===== config.mk =====
export PLATFORM = sky130hd
export DESIGN_NAME = camera_window_capture_flat
export DESIGN_NICKNAME = d
export VERILOG_FILES = /design/src/rtl/camera_window_capture_if.sv /design/src/rtl/camera_window_capture.sv /design/src/flat_wrapper.sv
export SDC_FILE = /design/constraint.sdc
export NUM_CORES = 1
export LEC_CHECK = 0
export ABC_CLOCK_PERIOD_IN_PS = 3500
export CAP_MARGIN = 15
export CORE_UTILIZATION = 50
export CTS_BUF_LIST = sky130_fd_sc_hd__clkbuf_8
export CTS_CLUSTER_DIAMETER = 100
export CTS_CLUSTER_SIZE = 24
export DETAILED_ROUTE_END_ITERATION = 10
export GPL_TIMING_DRIVEN = 0
export MAX_ROUTING_LAYER = met4
export PLACE_DENSITY = 0.83
export SYNTH_ARGS = -nofsm -noshare
export SYNTH_HDL_FRONTEND = slang
export SYNTH_SLANG_ARGS = --single-unit
export TNS_END_PERCENT = 20

===== constraint.sdc =====
create_clock -name PIXCLK -period 3.5 [get_ports PIXCLK]
set_input_delay 0.7 -clock PIXCLK [delete_from_list [all_inputs] [get_ports PIXCLK]]
set_output_delay 0.7 -clock PIXCLK [all_outputs]
set_load 0.01 [all_outputs]

===== src/rtl/camera_window_capture_if.sv =====
// Sensor-side bus and capture outputs of camera_window_capture.
// master drives the sensor/config side, slave is the capture block.
interface camera_window_capture_if #(
    parameter int DATA_WIDTH = 10,
    parameter int MAX_COLS   = 752,
    parameter int MAX_LINES  = 480,
    parameter int FCNT_WIDTH = 8
);
    localparam int COL_BITS  = $clog2(MAX_COLS);
    localparam int LINE_BITS = $clog2(MAX_LINES);

    logic                  ENABLE;
    logic                  LINE_VALID;
    logic                  FRAME_VALID;
    logic [DATA_WIDTH-1:0] DATA_IN;
    logic [COL_BITS-1:0]   WIN_X0;
    logic [COL_BITS-1:0]   WIN_W;
    logic [LINE_BITS-1:0]  WIN_Y0;
    logic [LINE_BITS-1:0]  WIN_H;
    logic                  DECIM_X;
    logic                  DECIM_Y;
    logic [DATA_WIDTH-1:0] DATA_OUT;
    logic [LINE_BITS-1:0]  CURRENT_LINE;
    logic [COL_BITS-1:0]   CURRENT_COLUMN;
    logic                  PIXEL_VALID;
    logic                  FRAME_START;
    logic                  FRAME_END;
    logic [FCNT_WIDTH-1:0] FRAME_COUNT;
    logic                  GEOM_ERROR;

    modport master (
        output ENABLE, LINE_VALID, FRAME_VALID, DATA_IN,
               WIN_X0, WIN_W, WIN_Y0, WIN_H, DECIM_X, DECIM_Y,
        input  DATA_OUT, CURRENT_LINE, CURRENT_COLUMN, PIXEL_VALID,
               FRAME_START, FRAME_END, FRAME_COUNT, GEOM_ERROR
    );

    modport slave (
        input  ENABLE, LINE_VALID, FRAME_VALID, DATA_IN,
               WIN_X0, WIN_W, WIN_Y0, WIN_H, DECIM_X, DECIM_Y,
        output DATA_OUT, CURRENT_LINE, CURRENT_COLUMN, PIXEL_VALID,
               FRAME_START, FRAME_END, FRAME_COUNT, GEOM_ERROR
    );
endinterface


===== src/rtl/camera_window_capture.sv =====
// Parallel-sensor capture: per-frame crop window, optional 2x decimation,
// window-relative coordinates, frame pulses/counter and sticky geometry error.
module camera_window_capture #(
    parameter int DATA_WIDTH = 10,
    parameter int MAX_COLS   = 752,
    parameter int MAX_LINES  = 480,
    parameter int FCNT_WIDTH = 8
) (
    input logic PIXCLK,
    input logic RESET,
    camera_window_capture_if.slave bus
);
    localparam int COL_BITS  = $clog2(MAX_COLS);
    localparam int LINE_BITS = $clog2(MAX_LINES);
    // one spare bit so window ends and saturated counters never wrap
    localparam int CW = COL_BITS + 1;
    localparam int LW = LINE_BITS + 1;

    typedef enum logic [1:0] {WAIT_IDLE, ARMED, ACTIVE} state_t;

    state_t        state, state_nxt;
    logic          enter, leave;
    logic [CW-1:0] x, x0, xe, dx;
    logic [LW-1:0] y, y0, ye, dy;
    logic          dec_x, dec_y;
    logic          lv_q, first_done;
    logic          pix, in_geom, in_win, keep;

    always_ff @(posedge PIXCLK or posedge RESET) begin
        if (RESET) state <= WAIT_IDLE;
        else       state <= state_nxt;
    end

    always_comb begin
        state_nxt = state;
        enter     = 1'b0;
        leave     = 1'b0;
        case (state)
            WAIT_IDLE: if (!bus.FRAME_VALID) state_nxt = ARMED;
            ARMED: begin
                if (bus.FRAME_VALID) begin
                    if (bus.ENABLE) begin
                        state_nxt = ACTIVE;
                        enter     = 1'b1;
                    end else begin
                        state_nxt = WAIT_IDLE;
                    end
                end
            end
            ACTIVE: begin
                if (!bus.FRAME_VALID) begin
                    state_nxt = ARMED;
                    leave     = 1'b1;
                end
            end
            default: state_nxt = WAIT_IDLE;
        endcase
    end

    assign pix     = (state == ACTIVE) && bus.FRAME_VALID && bus.LINE_VALID;
    assign dx      = x - x0;
    assign dy      = y - y0;
    assign in_geom = (x < CW'(MAX_COLS)) && (y < LW'(MAX_LINES));
    assign in_win  = (x >= x0) && (x < xe) && (y >= y0) && (y < ye);
    assign keep    = pix && in_geom && in_win && !(dec_x && dx[0]) && !(dec_y && dy[0]);

    always_ff @(posedge PIXCLK or posedge RESET) begin
        if (RESET) begin
            x                  <= '0;
            y                  <= '0;
            x0                 <= '0;
            xe                 <= '0;
            y0                 <= '0;
            ye                 <= '0;
            dec_x              <= 1'b0;
            dec_y              <= 1'b0;
            lv_q               <= 1'b0;
            first_done         <= 1'b0;
            bus.DATA_OUT       <= '0;
            bus.CURRENT_LINE   <= '0;
            bus.CURRENT_COLUMN <= '0;
            bus.PIXEL_VALID    <= 1'b0;
            bus.FRAME_START    <= 1'b0;
            bus.FRAME_END      <= 1'b0;
            bus.FRAME_COUNT    <= '0;
            bus.GEOM_ERROR     <= 1'b0;
        end else begin
            lv_q            <= bus.LINE_VALID && bus.FRAME_VALID;
            bus.PIXEL_VALID <= keep;
            bus.FRAME_START <= keep && !first_done;
            bus.FRAME_END   <= leave;
            if (leave) bus.FRAME_COUNT <= bus.FRAME_COUNT + 1'b1;
            if (keep) begin
                bus.DATA_OUT       <= bus.DATA_IN;
                bus.CURRENT_COLUMN <= COL_BITS'(dx >> dec_x);
                bus.CURRENT_LINE   <= LINE_BITS'(dy >> dec_y);
            end
            if (enter) begin
                x0             <= CW'(bus.WIN_X0);
                xe             <= CW'(bus.WIN_X0) + CW'(bus.WIN_W);
                y0             <= LW'(bus.WIN_Y0);
                ye             <= LW'(bus.WIN_Y0) + LW'(bus.WIN_H);
                dec_x          <= bus.DECIM_X;
                dec_y          <= bus.DECIM_Y;
                x              <= '0;
                y              <= '0;
                lv_q           <= 1'b0;
                first_done     <= 1'b0;
                bus.GEOM_ERROR <= 1'b0;
            end else if (state == ACTIVE) begin
                if (pix) begin
                    if (!in_geom) bus.GEOM_ERROR <= 1'b1;
                    if (keep) first_done <= 1'b1;
                    if (x != CW'(MAX_COLS)) x <= x + 1'b1;
                end else if (!bus.LINE_VALID) begin
                    x <= '0;
                    // a line ended by FRAME_VALID falling is not counted
                    if (lv_q && bus.FRAME_VALID && (y != LW'(MAX_LINES))) y <= y + 1'b1;
                end
            end
        end
    end
endmodule


===== src/flat_wrapper.sv =====
// flat-port wrapper written by rule: the top's interface ports become plain ports
module camera_window_capture_flat 
#(
    parameter int DATA_WIDTH = 10,
    parameter int MAX_COLS   = 752,
    parameter int MAX_LINES  = 480,
    parameter int FCNT_WIDTH = 8
)
  (PIXCLK, RESET, bus_ENABLE, bus_LINE_VALID, bus_FRAME_VALID, bus_DATA_IN, bus_WIN_X0, bus_WIN_W, bus_WIN_Y0, bus_WIN_H, bus_DECIM_X, bus_DECIM_Y, bus_DATA_OUT, bus_CURRENT_LINE, bus_CURRENT_COLUMN, bus_PIXEL_VALID, bus_FRAME_START, bus_FRAME_END, bus_FRAME_COUNT, bus_GEOM_ERROR);
  camera_window_capture_if #(.DATA_WIDTH(DATA_WIDTH), .MAX_COLS(MAX_COLS), .MAX_LINES(MAX_LINES), .FCNT_WIDTH(FCNT_WIDTH)) bus_i ();
  input logic PIXCLK;
  input logic RESET;
  input wire logic [$bits(bus_i.ENABLE)-1:0] bus_ENABLE;
  input wire logic [$bits(bus_i.LINE_VALID)-1:0] bus_LINE_VALID;
  input wire logic [$bits(bus_i.FRAME_VALID)-1:0] bus_FRAME_VALID;
  input wire logic [$bits(bus_i.DATA_IN)-1:0] bus_DATA_IN;
  input wire logic [$bits(bus_i.WIN_X0)-1:0] bus_WIN_X0;
  input wire logic [$bits(bus_i.WIN_W)-1:0] bus_WIN_W;
  input wire logic [$bits(bus_i.WIN_Y0)-1:0] bus_WIN_Y0;
  input wire logic [$bits(bus_i.WIN_H)-1:0] bus_WIN_H;
  input wire logic [$bits(bus_i.DECIM_X)-1:0] bus_DECIM_X;
  input wire logic [$bits(bus_i.DECIM_Y)-1:0] bus_DECIM_Y;
  output wire logic [$bits(bus_i.DATA_OUT)-1:0] bus_DATA_OUT;
  output wire logic [$bits(bus_i.CURRENT_LINE)-1:0] bus_CURRENT_LINE;
  output wire logic [$bits(bus_i.CURRENT_COLUMN)-1:0] bus_CURRENT_COLUMN;
  output wire logic [$bits(bus_i.PIXEL_VALID)-1:0] bus_PIXEL_VALID;
  output wire logic [$bits(bus_i.FRAME_START)-1:0] bus_FRAME_START;
  output wire logic [$bits(bus_i.FRAME_END)-1:0] bus_FRAME_END;
  output wire logic [$bits(bus_i.FRAME_COUNT)-1:0] bus_FRAME_COUNT;
  output wire logic [$bits(bus_i.GEOM_ERROR)-1:0] bus_GEOM_ERROR;
  assign bus_i.ENABLE = bus_ENABLE;
  assign bus_i.LINE_VALID = bus_LINE_VALID;
  assign bus_i.FRAME_VALID = bus_FRAME_VALID;
  assign bus_i.DATA_IN = bus_DATA_IN;
  assign bus_i.WIN_X0 = bus_WIN_X0;
  assign bus_i.WIN_W = bus_WIN_W;
  assign bus_i.WIN_Y0 = bus_WIN_Y0;
  assign bus_i.WIN_H = bus_WIN_H;
  assign bus_i.DECIM_X = bus_DECIM_X;
  assign bus_i.DECIM_Y = bus_DECIM_Y;
  assign bus_DATA_OUT = bus_i.DATA_OUT;
  assign bus_CURRENT_LINE = bus_i.CURRENT_LINE;
  assign bus_CURRENT_COLUMN = bus_i.CURRENT_COLUMN;
  assign bus_PIXEL_VALID = bus_i.PIXEL_VALID;
  assign bus_FRAME_START = bus_i.FRAME_START;
  assign bus_FRAME_END = bus_i.FRAME_END;
  assign bus_FRAME_COUNT = bus_i.FRAME_COUNT;
  assign bus_GEOM_ERROR = bus_i.GEOM_ERROR;
  camera_window_capture #(.DATA_WIDTH(DATA_WIDTH), .MAX_COLS(MAX_COLS), .MAX_LINES(MAX_LINES), .FCNT_WIDTH(FCNT_WIDTH)) u_core (.PIXCLK(PIXCLK), .RESET(RESET), .bus(bus_i));
endmodule

==> results of run 1 <==
## area by class of cell
type	instances	area, um2
Fill cell	1143	5000
Multi-Input combinational cell	555	3730
Sequential cell	108	2700
Timing Repair Buffer	97	991
Inverter	63	240
Tap cell	176	220
Clock buffer	10	138
Buffer	20	120
Clock inverter	5	101
## through the flow
stage | cell area (um2) | hold slack (ps) | power [mW] | util
final | 8240 | 439 | 3.36 | 0.622
after global routing | 8240 | 476 | 3.57 | 0.622
after CTS | 8240 | 441 | 3.37 | 0.622
after detailed placement | 8000 | 427 | 2.46 | 0.604
after global placement | 7960 | 418 | 2.42 | 0.601
after floorplan | 6790 | 402 | 2.16 | -
## layer usage
layer,share of wire,vias up,track usage
met2,0.46,191,0.370
li1,-,2806,-
met5,0,-,-
met1,0.47,2670,0.321
met4,0.023,0,0.0894
met3,0.050,24,0.0285
## where the power goes
group / internal (mW) / leakage [nW] / switching, mW
Clock: 0.489 / 0.120 / 0.424
Combinational: 0.438 / 2.34 / 0.559
Sequential: 1.38 / 1.43 / 0.0726
Total: 2.31 / 3.89 / 1.06
## registers in the layout, summed over array words and instances, names as in the netlist, 2 cells and up
name                       count
u_core.bus.DATA_OUT           10
u_core.ye                     10
u_core.y0                      9
u_core.bus.CURRENT_LINE        9
u_core.x                      11
u_core.state                   2
u_core.y                      10
u_core.bus.CURRENT_COLUMN     10
u_core.xe                     11
u_core.x0                     10
u_core.bus.FRAME_COUNT         8
## cells in the final DEF, fill, tap and decap left out, types with 3 or more instances in the layout
| master | Yosys | final |
|---|---|---|
| a211o_1 | 3 | 3 |
| nor4_1 | 3 | 3 |
| a31oi_1 | 6 | 6 |
| dfrtp_1 | 108 | 108 |
| o21ai_2 | 14 | 14 |
| buf_1 | 3 | 3 |
| xnor2_1 | 23 | 23 |
| bufinv_16 | 0 | 3 |
| nand3_1 | 10 | 10 |
| nor2b_1 | 7 | 7 |
| clkbuf_1 | 11 | 11 |
| clkdlybuf4s50_1 | 0 | 95 |
| o31ai_1 | 9 | 9 |
| nand2b_1 | 11 | 11 |
| mux2i_1 | 8 | 8 |
| o21ai_0 | 62 | 62 |
| clkbuf_8 | 0 | 10 |
| o211ai_1 | 3 | 3 |
| o21ai_1 | 3 | 3 |
| nand4_1 | 10 | 10 |
| a21oi_1 | 30 | 30 |
| and4_1 | 4 | 4 |
| fa_1 | 4 | 4 |
| nand2_1 | 123 | 123 |
| o31a_1 | 5 | 5 |
| a211oi_1 | 7 | 7 |
| nor2_1 | 56 | 56 |
| and3_1 | 7 | 7 |
| nor3_1 | 7 | 7 |
| a21o_1 | 7 | 7 |
| o21a_1 | 10 | 10 |
| ha_1 | 62 | 62 |
| xor2_1 | 17 | 17 |
| buf_6 | 6 | 6 |
| inv_1 | 63 | 63 |
## cells by family (layout without fill, tap and decap cells)
family	after synthesis	count (layout)
adders and majority gates	66	66
xor gates and xnor gates	40	40
AOI/OAI and AO/OA	180	180
muxes	10	10
buffers and inverters	83	195
DFF	108	108
and+or+nand+nor	259	259
## worst register-to-register path, delay by kind of cell, from the launching register on
family / cells / cell delay [ps]
AO/OA/AOI/OAI: 4 / 950
buffers and inverters: 3 / 330
AND/OR/NAND/NOR: 3 / 250
flip-flops: 1 / 460
adder cells (fa/ha/maj): 2 / 560
## worst paths after layout
kind,startpoint,end
setup / recovery,bus_WIN_Y0[0],u_core.ye[8]$_DFFE_PP0P_
min in group asynchronous,RESET,u_core.state[1]$_DFFE_PP0P_
max in group asynchronous,RESET,u_core.bus.CURRENT_LINE[5]$_DFFE_PP0P_
setup reg to reg,u_core.y[0]$_DFFE_PP0P_,u_core.bus.DATA_OUT[1]$_DFFE_PP0P_
hold / removal,u_core.first_done$_DFFE_PP0P_,u_core.bus.FRAME_START$_DFF_PP0_
hold reg to reg,u_core.first_done$_DFFE_PP0P_,u_core.bus.FRAME_START$_DFF_PP0_
==> qor.csv, run 1 <==
stage,metric,value,unit
status,status,finished clean,
global_route,first-pass GRT wire length,26.0,mm
worst_setup_path,CP dominant cell by count,o21ai_0,
pwr,Pwr per Cell Area,408,nW/um2
timing,# setup viols final,0,
timing,relative slew slack,0.468,
cts,H-Tree Level Count,3,
worst_setup_path,"Req. time, crit path",3790,ps
synth,post-synthesis simple-gate area fraction,0.182,
cts,"CTS clk-pin slew, worst paths",100,ps
final_layout,layout cells sized above 1,0.0629,
worst_setup_path,Arrival @ worst endpoint,3040,ps
timing,clk_skew,10.6,ps
global_route,number of global-route vias before repair,5481,
global_route,global route total overflow,0,
worst_setup_path,cell breakdown of the critical path,clkdlybuf4s50_1 -> ha_1 -> inv_1 -> fa_1 -> nor2b_1 -> o21ai_0 -> a21boi_0 -> o21ai_0 -> a211oi_1 -> nor3_1 -> o31ai_1,
routing,drt drc,0,
final_layout,area delta synth->final,21.4,%
floorplan,IO Pins,96,
global_route,global-route usage over all layers,0.238,
cts,CTS sink count,108,
cts,# Post-CTS Setup Buffers,0,
cts,CTS Buffer Depth,2,
routing,via density per instance,5.50,
worst_setup_path,CP endpoint kind,flip-flop,
placed_design,Routability Congestion,0.902,
synth,top-count cell post-synth,nand2_1,
synth,Syn. warnings,0,
synth,Synth top cells by count,"123 x nand2_1, 108 x dfrtp_1, 63 x inv_1",
routing,drt first pass iters,5,
floorplan,initial core utilization,0.513,
routing,Routed WL,15.6,mm
worst_setup_path,WP depth,11,
synth,Yosys cell types,69,
pwr,leakage,3.89,nW
routing,DR vias,5691,
synth,Synth top area share,0.398,
cts,worst skew pair latency,380,ps
worst_setup_path,Critical-path top delay cell,clkdlybuf4s50_1,
timing,Fin Setup TNS,0,ps
synth,cell taking the most area after synthesis,dfrtp_1,
worst_setup_path,Max stage delay on crit path,480,ps
routing,drt wl/cell,15.0,um
worst_setup_path,FF-to-FF setup slack,860,ps
synth,register area share after synthesis,0.398,
worst_setup_path,Worst Reg-to-Reg Cells,12,
global_route,largest net degree at the start of global routing,44,
cts,CTS resizes,0,
job,Max Cap Violations,0,
synth,Synth Area in Adders,0.126,
synth,Synth Cell Area,6790,um2
synth,"Top FF cell, synth",dfrtp_1,
timing,min cycle time layout,2750,ps
synth,syn_nets,867,
hold_path,type of the worst min-delay path,reg -> reg,
cts,Post-CTS Hold Fix Bufs,0,
timing,Final period util,0.785,
floorplan,Die Height,119,um
global_route,initial antenna violation count,0,
worst_setup_path,Crit path max-delay family,compound AO/OA/AOI/OAI gates,
final_layout,Ant. Diodes,0,
floorplan,Core ar.,13200,um2
routing,1st-iter DRT viols,353,
floorplan,Die ar.,14000,um2
floorplan,Std-Cell Rows,42,
synth,number of flops mapped to enable cells by yosys,0,
cts,CTS buffer count,9,
worst_setup_path,WP buf/inv,2,
placed_design,pre-CTS WS,361,ps
timing,Max Clk Rate,0.364,GHz
timing,Least-Margin Pin Slew,797,ps
synth,syn_area_per_cell,9.10,um2
cts,Root Driver,clkbuf_8,
worst_setup_path,startpoint types,input pin,
synth,"FFs w/ async S/R, synth",1.00,
final_layout,Non-Filler Instances,1034,
worst_setup_path,Worst Path Max Fanout,2,
timing,RSZ-0062 raised after global routing,no,
routing,post-route ant nets,0,
synth,synth top area cells,"dfrtp_1 40%, ha_1 11%, nand2_1 6.8%",
placed_design,DP Cell Count,1019,
timing,Slew Limit Fails,0,
placed_design,HPWL Detailed,12.0,mm
pwr,Worst VDD drop,0.189,mV
final_layout,Final #Nets,975,
synth,compound-gate portion of the synthesized area,0.175,
hold_path,WHS Path Cells,1,
synth,Synth Instances,746,
synth,synthesis-stage register bit count,108,
worst_setup_path,Crit Path Category,in -> reg,
floorplan,Die X-Extent,119,um
cts,CTS tree,done,
placed_design,PortBufs,95,
synth,largest family of logic cells by synthesized area,simple AND/OR/NAND/NOR gates,
synth,XOR/XNOR Fraction of Synth Area,0.0516,
timing,Final Hold Vio Count,0,
timing,final worst slack,753,ps
synth,multiplexer share of the synthesized area,0.0151,
Note: power is estimated with default switching activity, not from simulation.
==> run 2, diff against run 1 <==
- ABC_CLOCK_PERIOD_IN_PS: 3500 -> 2300
- clock period: 3.5 -> 2.3 ns (I/O delays scaled with it)
==> qor.csv, run 2 (synthesis results as in run 1) <==
stage,metric,value,unit
floorplan,Core ar.,13200,um2
cts,CTS tree,done,
timing,Final Hold Vio Count,0,
cts,worst skew pair latency,380,ps
routing,drt wl/cell,15.8,um
routing,post-route ant nets,0,
pwr,Clk pwr share,0.265,
timing,Max Clk Rate,0.397,GHz
global_route,global-route usage over all layers,0.248,
global_route,largest net degree at the start of global routing,44,
placed_design,PortBufs,95,
routing,drt first pass iters,5,
cts,Root Driver,clkbuf_8,
global_route,first-pass GRT wire length,27.1,mm
timing,# setup viols final,34,
final_layout,area taken by multi-input logic gates,4000,um2
final_layout,"commonest non-fill, non-tap cell in the layout",nand2_1,
timing,Fin Setup TNS,-5790,ps
cts,"CTS clk-pin slew, worst paths",100,ps
final_layout,Largest regs,"u_core.x x11, u_core.xe x11",
worst_setup_path,worst setup path endpoint,u_core.bus.CURRENT_COLUMN[8]$_DFFE_PP0P_,
worst_setup_path,CP endpoint kind,flip-flop,
worst_setup_path,Arrival @ worst endpoint,2790,ps
pwr,combinational power share,0.312,
timing,final worst slack,-222,ps
floorplan,initial core utilization,0.513,
final_layout,FILL cells,1072,
floorplan,Die Height,119,um
floorplan,Die ar.,14000,um2
timing,RSZ-0062 raised after global routing,yes,
worst_setup_path,Worst Path Max Fanout,5,
cts,CTS Buffer Depth,2,
pwr,Pwr Total,5.26,mW
routing,1st-iter DRT viols,422,
routing,DR vias,5909,
pwr,leakage,4.09,nW
placed_design,HPWL Detailed,12.0,mm
timing,relative slew slack,0.463,
routing,drt drc,0,
timing,Final period util,1.10,
floorplan,Std-Cell Rows,42,
job,Max Cap Violations,0,
worst_setup_path,Worst R2R End,u_core.bus.CURRENT_COLUMN[8]$_DFFE_PP0P_,
final_layout,layout cells sized above 1,0.158,
routing,Routed WL,16.7,mm
floorplan,IO Pins,96,
global_route,initial antenna violation count,0,
cts,CTS buffer count,9,
timing,clk_skew,9.46,ps
pwr,Worst VDD drop,0.315,mV
status,status,finished with violations,
timing,min cycle time layout,2520,ps
final_layout,most frequent cells in the layout,"110 x nand2_1, 101 x dfrtp_1, 93 x clkdlybuf4s50_1",
cts,H-Tree Level Count,3,
floorplan,Die X-Extent,119,um
final_layout,area delta synth->final,29.3,%
global_route,number of global-route vias before repair,5638,
pwr,switching power,1.68,mW
hold_path,type of the worst min-delay path,in -> reg,
cts,CTS sink count,108,
pwr,Sequential Power Share,0.422,
status,failing checks,setup timing,
final_layout,FF+latch area,2710,um2
worst_setup_path,"Req. time, crit path",2570,ps
worst_setup_path,Worst Reg-to-Reg Cells,9,
timing,Least-Margin Pin Slew,803,ps
worst_setup_path,startpoint types,flip-flop,
pwr,Switching Fraction,0.319,
placed_design,Routability Congestion,0.902,
routing,via density per instance,5.60,
final_layout,Ant. Diodes,0,
global_route,global route total overflow,0,
worst_setup_path,Crit. Startpoint,u_core.y[8]$_DFFE_PP0P_,
pwr,Pwr per Cell Area,599,nW/um2
worst_setup_path,Crit Path Category,reg -> reg,
worst_setup_path,worst r2r src,u_core.y[8]$_DFFE_PP0P_,
worst_setup_path,FF-to-FF setup slack,-220,ps
timing,Slew Limit Fails,0,
pwr,Internal,3.58,mW
final_layout,Final #Nets,997,
-- run 2: worst min-delay path by stage --
stage | from | endpoint | slack, ps | cells after the start
after floorplan | u_core.first_done$_DFFE_PP0P_ | u_core.bus.FRAME_START$_DFF_PP0_ | 400 | 1
after global placement | u_core.first_done$_DFFE_PP0P_ | u_core.bus.FRAME_START$_DFF_PP0_ | 420 | 1
after detailed placement | u_core.first_done$_DFFE_PP0P_ | u_core.bus.FRAME_START$_DFF_PP0_ | 430 | 1
after CTS | u_core.first_done$_DFFE_PP0P_ | u_core.bus.FRAME_START$_DFF_PP0_ | 440 | 1
after global routing | bus_WIN_Y0[0] | u_core.y0[0]$_DFFE_PP0P_ | 370 | 3
final | bus_WIN_Y0[0] | u_core.y0[0]$_DFFE_PP0P_ | 350 | 3
-- run 2: what timing repair did --
item	in CTS	in global routing
pin swaps	8	24
setup buffers	16	3
hold buffers	0	0
gates cloned	1	3
setup endpoints to repair	36	71
resized for setup	29	58
-- run 2: power by group through the flow --
| stage | combinational [mW] | sequential [mW] | clock (mW) |
|---|---|---|---|
| global route | 1.83 | 2.24 | 1.48 |
| CTS | 1.58 | 2.21 | 1.41 |
| detailed placement | 1.50 | 2.25 | 0 |
| global placement | 1.45 | 2.23 | 0 |
| finish | 1.64 | 2.22 | 1.40 |
| floorplan | 1.05 | 2.23 | 0 |
-- run 2: cell type report --
class                           instances  area share
Multi-Input combinational cell        555       0.455
Sequential cell                       108       0.309
Timing Repair Buffer                  119       0.140
Inverter                               63      0.0274
Tap cell                              176      0.0251
Buffer                                 20      0.0165
Clock buffer                           10      0.0157
Clock inverter                          5      0.0115
-- run 2: worst max-delay path, cell delays in order, from the launching register on --
cell and delay [ps]:
dfrtp_1 410, ha_1 320, and4_4 180, a222oi_1 320
nand4_1 260, buf_4 220, nor3_2 160, o2111a_2 300
buf_6 150, a31oi_1 80
-- run 2: routing by layer --
layer | vias to the layer above | wire (um) | track usage | share of wire
met5 | - | 0 | - | 0
met4 | 0 | 451 | 0.0973 | 0.027
met3 | 37 | 959 | 0.0299 | 0.057
met2 | 235 | 7790 | 0.388 | 0.47
met1 | 2793 | 7490 | 0.331 | 0.45
li1 | 2844 | - | - | -
-- run 2: through the flow --
stage                     hold slack [ps]  setup WS (ps)  instances  cell area, um2  utilization
after CTS                             441           -196       1051            8530        0.644
after detailed placement              427           -599       1019            8000        0.604
after global placement                418           -561       1017            7960        0.601
final                                 350           -222       1056            8780        0.663
after global routing                  368           -343       1056            8780        0.663
after floorplan                       402           17.6        746            6790            -
